**config.mk**
```make
export PLATFORM = sky130hd
export DESIGN_NAME = shift_issue_stage
export DESIGN_NICKNAME = d
export VERILOG_FILES = /design/src/rtl/shift_pkg.sv /design/src/rtl/shift_decode.sv /design/src/rtl/shift_issue_stage.sv
export SDC_FILE = /design/constraint.sdc
export NUM_CORES = 1
export LEC_CHECK = 0
export BUFFER_PORTS_ARGS = -buffer_cell sky130_fd_sc_hd__buf_2
export CAP_MARGIN = 10
export CORE_ASPECT_RATIO = 1.75
export CORE_MARGIN = 2
export CORE_UTILIZATION = 50
export CTS_CLUSTER_SIZE = 8
export DETAILED_ROUTE_END_ITERATION = 10
export HOLD_SLACK_MARGIN = 0.15
export PLACE_DENSITY = 0.9
export SLEW_MARGIN = 15
export SYNTH_ARGS = -nofsm -noshare
export SYNTH_HDL_FRONTEND = slang
export SYNTH_HIERARCHICAL = 1
export SYNTH_SLANG_ARGS = --single-unit
```
**constraint.sdc**
```tcl
create_clock -name clk -period 2.09 [get_ports clk]
set_clock_uncertainty 0.05 [all_clocks]
set_input_delay 0.418 -clock clk [delete_from_list [all_inputs] [get_ports clk]]
set_output_delay 0.418 -clock clk [all_outputs]
set_load 0.02 [all_outputs]
```
**src/rtl/shift_pkg.sv**
```systemverilog
// Shared types and encoding constants for the shift issue path.
package shift_pkg;

    localparam int XLEN    = 32;
    localparam int SHAMT_W = 5;

    typedef enum logic [1:0] {
        SRL  = 2'b00,
        SLL  = 2'b01,
        SRA  = 2'b10,
        PASS = 2'b11
    } shift_type_t;

    localparam logic [6:0] OPC_OP      = 7'b0110011;
    localparam logic [6:0] OPC_OPIMM   = 7'b0010011;
    localparam logic [2:0] FUNCT3_SLL  = 3'b001;
    localparam logic [2:0] FUNCT3_SR   = 3'b101;
    localparam logic [6:0] FUNCT7_BASE = 7'b0000000;
    localparam logic [6:0] FUNCT7_ALT  = 7'b0100000;

    typedef struct packed {
        logic [XLEN-1:0]    a;
        logic [SHAMT_W-1:0] shamt;
        shift_type_t        stype;
        logic [4:0]         rd;
        logic               illegal;
    } shift_entry_t;

endpackage

```
**src/rtl/shift_decode.sv**
```systemverilog
// Combinational shift decode: shift amount, shift type and illegal flag.
// Optional funct7 legality check is enabled by defining SHIFT_ILLEGAL_CHK_EN.
module shift_decode
    import shift_pkg::*;
(
    input  logic [31:0]        instr_i,
    input  logic [XLEN-1:0]    rs2_val_i,
    output logic [SHAMT_W-1:0] shamt_o,
    output shift_type_t        type_o,
    output logic               illegal_o
);

    logic [6:0] opcode;
    logic [2:0] funct3;
    logic [6:0] funct7;
    logic       is_shift;
    logic       unused_bits;

    assign opcode = instr_i[6:0];
    assign funct3 = instr_i[14:12];
    assign funct7 = instr_i[31:25];

    // Shift-class means a shift opcode AND a shift funct3; ADD/SUB etc. pass through.
    assign is_shift = ((opcode == OPC_OP) || (opcode == OPC_OPIMM)) &&
                      ((funct3 == FUNCT3_SLL) || (funct3 == FUNCT3_SR));

    assign unused_bits = ^{rs2_val_i[XLEN-1:SHAMT_W], instr_i[11:7], instr_i[19:15],
                           funct7[6], funct7[4:0]};

    always_comb begin
        type_o    = PASS;
        illegal_o = 1'b0;
        shamt_o   = (opcode == OPC_OP) ? rs2_val_i[SHAMT_W-1:0] : instr_i[24:20];
        if (is_shift) begin
            if (funct3 == FUNCT3_SLL) begin
                type_o = SLL;
            end else begin
                type_o = instr_i[30] ? SRA : SRL;
            end
        end
`ifdef SHIFT_ILLEGAL_CHK_EN
        if (is_shift && (((funct7 != FUNCT7_BASE) && (funct7 != FUNCT7_ALT)) ||
                         ((funct7 == FUNCT7_ALT) && (funct3 == FUNCT3_SLL)))) begin
            illegal_o = 1'b1;
            type_o    = PASS;
        end
`endif
    end

endmodule

```
**src/rtl/shift_issue_stage.sv**
```systemverilog
// Shift issue stage: decode on accept into a main + skid register pair.
// in_ready comes straight from the skid-valid flop. See shift_decode for SHIFT_ILLEGAL_CHK_EN.
module shift_issue_stage
    import shift_pkg::*;
(
    input  logic               clk,
    input  logic               rst_n,
    input  logic               flush,
    input  logic               in_valid,
    output logic               in_ready,
    input  logic [31:0]        in_instr,
    input  logic [XLEN-1:0]    in_rs1_val,
    input  logic [XLEN-1:0]    in_rs2_val,
    output logic               out_valid,
    input  logic               out_ready,
    output logic [XLEN-1:0]    out_a,
    output logic [SHAMT_W-1:0] out_shamt,
    output logic [1:0]         out_type,
    output logic [4:0]         out_rd,
    output logic               out_illegal
);

    shift_entry_t main_q, main_d;
    shift_entry_t skid_q, skid_d;
    logic         main_valid_q, main_valid_d;
    logic         skid_valid_q, skid_valid_d;

    logic [SHAMT_W-1:0] dec_shamt;
    shift_type_t        dec_type;
    logic               dec_illegal;
    shift_entry_t       new_entry;
    logic               accept;

    shift_decode u_decode (
        .instr_i   (in_instr),
        .rs2_val_i (in_rs2_val),
        .shamt_o   (dec_shamt),
        .type_o    (dec_type),
        .illegal_o (dec_illegal)
    );

    always_comb begin
        new_entry.a       = in_rs1_val;
        new_entry.shamt   = dec_shamt;
        new_entry.stype   = dec_type;
        new_entry.rd      = in_instr[11:7];
        new_entry.illegal = dec_illegal;
    end

    assign accept = in_valid && !skid_valid_q && !flush;

    // Skid can only be valid while main is valid, so it always refills main first.
    always_comb begin
        main_d       = main_q;
        main_valid_d = main_valid_q;
        skid_d       = skid_q;
        skid_valid_d = skid_valid_q;
        if (flush) begin
            main_valid_d = 1'b0;
            skid_valid_d = 1'b0;
        end else if (!main_valid_q || out_ready) begin
            if (skid_valid_q) begin
                main_d       = skid_q;
                main_valid_d = 1'b1;
                skid_valid_d = 1'b0;
            end else if (accept) begin
                main_d       = new_entry;
                main_valid_d = 1'b1;
            end else begin
                main_valid_d = 1'b0;
            end
        end else if (accept) begin
            skid_d       = new_entry;
            skid_valid_d = 1'b1;
        end
    end

    always_ff @(posedge clk or negedge rst_n) begin
        if (!rst_n) begin
            main_q       <= '0;
            skid_q       <= '0;
            main_valid_q <= 1'b0;
            skid_valid_q <= 1'b0;
        end else begin
            main_q       <= main_d;
            skid_q       <= skid_d;
            main_valid_q <= main_valid_d;
            skid_valid_q <= skid_valid_d;
        end
    end

    assign in_ready    = !skid_valid_q;
    assign out_valid   = main_valid_q;
    assign out_a       = main_q.a;
    assign out_shamt   = main_q.shamt;
    assign out_type    = main_q.stype;
    assign out_rd      = main_q.rd;
    assign out_illegal = main_q.illegal;

endmodule

```
==> flow_summary.ini <==
[place]
gp_congestion = 0.709
port_buffers = 109
dp_slack_ps = -58.9
dp_hpwl_mm = 5.62
dp_cells = 458

[clock_network]
clock_path_buffers = 2
clkLatencyLatePin_ps = 330
cts_tree = done
htree_levels = 3
clk_pin_slew_ps = 60
cts_resized = 0
cts_buffers = 9
ctsRootBufferMaster = clkbuf_16
clock_sink_count = 92

[timing]
finalSetupTns_ps = 0
fmax_mhz = 555
rsz0062_at_grt = no
report.final.hold_viol_count = 0
setup_slack_ps = 287
min_period_over_period_pct = 86.3
period_minus_slack_ps = 1800
setup_violations = 0
finalMaxSlewViolations = 0

[outcome]
status = complete, no violations

[critical_path]
r2r-start = out_valid$_DFFE_PN0N_
worstSetupPathType = input pin to flip-flop
end_kind = flip-flop
crit_start = in_instr[2]
cp_max_fo = 5
cp_data_required_time_ps = 2260
ff2ff_path_depth = 4
startpoint_type = input pin
r2r_slack_ps = 490
critPathArrivalTime_ps = 1970

[floorplanning]
design.die.area_um2 = 9130
die_x_um = 73.1
io_pins = 148
die_h_um = 125
core_um2 = 8200
initial_core_util_pct = 50.9
placementRows = 44

[synth]
synth_top_area_share_pct = 55.1
yosysMostFrequentCell = mux2_2
yosys_register_bits = 92
yosys.area.top_type = dfrtp_1
ys.flop_type = dfrtp_1
synthArstFlopShare_pct = 100
synth_nets = 365
synth_edf_count = 0
synth_area_um2 = 4180
yosys_warnings = 6
syn_area_per_cell_um2 = 15.8
synthCells = 264
yosysUniqueCellTypes = 22
ys_seq_area_share_pct = 55.1
ys_top_cells_by_area = dfrtp_1 (55%), mux2_2 (36%), buf_6 (3.2%), mux2_4 (1.8%), nor3_4 (0.39%)
synthTopCellsByCount = mux2_2 (134), dfrtp_1 (92), buf_6 (12)

[min_path]
worstHoldPathType = input pin to flip-flop
hold_depth = 2
worstHoldStart = in_rs1_val[17]

[finish]
drive_gt1_share_pct = 71.8
syn_to_final_growth_pct = 22.7
diodes = 0
fin_util_pct = 62.4
fin_nets = 479
stdcell_count = 475

[global_routing]
track_usage_pct = 18.7
grt_pass1_wl_mm = 13.2
antenna_found_initial = 0
grt_overflow_total = 0
grt_pass1_vias = 2858
grt_max_degree = 47

[route]
post_drt_wl_per_cell_um = 17.0
num_vias = 2562
dr.pass1.iters = 4
via_per_inst = 5.39
drtIter0Drc = 86
ant_nets = 0
wl_mm = 8.07
drc_errors = 0

[power_and_ir_drop]
internal_power_mw = 3.67
p_total_mw = 4.96
combPwrFrac_pct = 20.2
power_frac_clock_pct = 32.6
pwr_density_cell_nw_per_um2 = 969
ir_drop_v = 0.000597
leakage_nw = 2.34
swShare_pct = 26.1
seq_power_share_pct = 47.3
p_switching_mw = 1.29

[flow_run]
drv_cap = 0
[per-stage QoR]
| step | cell area, µm² | hold slack (ps) |
|---|---|---|
| after detailed placement | 4810 | 350 |
| final | 5120 | 279 |
| after global placement | 4810 | 341 |
| after global routing | 5120 | 268 |
| after floorplan | 4180 | 72.4 |
| after CTS | 5120 | 267 |
[registers in the layout, summed over array words and instances, names as in the netlist]
name	cells
out_illegal	1
out_shamt	5
out_a	32
out_valid	1
out_rd	5
out_type	2
skid_valid_q	1
skid_q	45
[final timing paths]
| check | end |
|---|---|
| worst max-delay path | out_shamt[3]$_DFFE_PN0P_ |
| worst min-delay path | skid_q[30]$_DFFE_PN0P_ |
| worst max register to register | out_a[23]$_DFFE_PN0P_ |
| worst min register to register | out_a[16]$_DFFE_PN0P_ |
| max in group asynchronous | out_a[23]$_DFFE_PN0P_ |
| min in group asynchronous | skid_q[26]$_DFFE_PN0P_ |
[area by class of cell]
type / instances / area (µm²)
sequential: 92 / 2300
multi-input combinational: 156 / 1710
fill: 622 / 3080
tap: 92 / 115
timing repair buffer: 118 / 681
clock buffer: 13 / 260
clock inverter: 3 / 45.0
inverter: 1 / 3.75
[cell families (layout without fill, tap and decap cells)]
kind of cell / after synthesis / after routing / share of synthesized area, %
other cells: 1 / 1 / 0.0898
flops: 92 / 92 / 55.1
simple gates: 14 / 14 / 2.64
mux: 140 / 140 / 38.2
compound gates: 1 / 1 / 0.120
buf+inv: 16 / 135 / 3.81
[power groups by stage]
| stage | Clock [mW] | Sequential (mW) | Combinational [mW] |
|---|---|---|---|
| finish | 1.62 | 2.35 | 1.00 |
| CTS | 1.66 | 2.34 | 1.02 |
| floorplan | 0 | 2.53 | 0.466 |
| global placement | 0 | 2.34 | 0.973 |
| detailed placement | 0 | 2.38 | 1.02 |
| global route | 1.74 | 2.38 | 1.08 |
[cells in the final DEF (no fill, tap or decap), types with 2 or more instances in the layout]
| cell type | count |
|---|---|
| mux2_2 | 134 |
| buf_2 | 108 |
| dfrtp_1 | 91 |
| clkbuf_16 | 9 |
| buf_12 | 5 |
| mux2_4 | 5 |
| buf_4 | 4 |
| nor2_1 | 2 |
| clkbuf_1 | 2 |
| clkinvlp_4 | 2 |
| clkbuf_8 | 2 |
| nand4_1 | 2 |
[per-layer routing]
metal,global-route usage (%),routed length (µm),vias up
met5,0,0,-
met3,4.13,319,12
met2,34.1,4580,69
met4,8.39,183,0
li1,-,-,1170
met1,19.6,2990,1311
[worst max-delay path, stage by stage]
cell,delay (ps)
buf_2,100
and4bb_1,280
and3_1,210
buf_12,130
mux2_4,300
mux2_2,260
mux2_2,260
[what timing repair did]
action	in CTS	in global routing
hold endpoints to repair	33	0
setup endpoints to repair	0	0
buffers inserted	0	0
hold buffers	1	0
(Power assumes the default switching activity.)
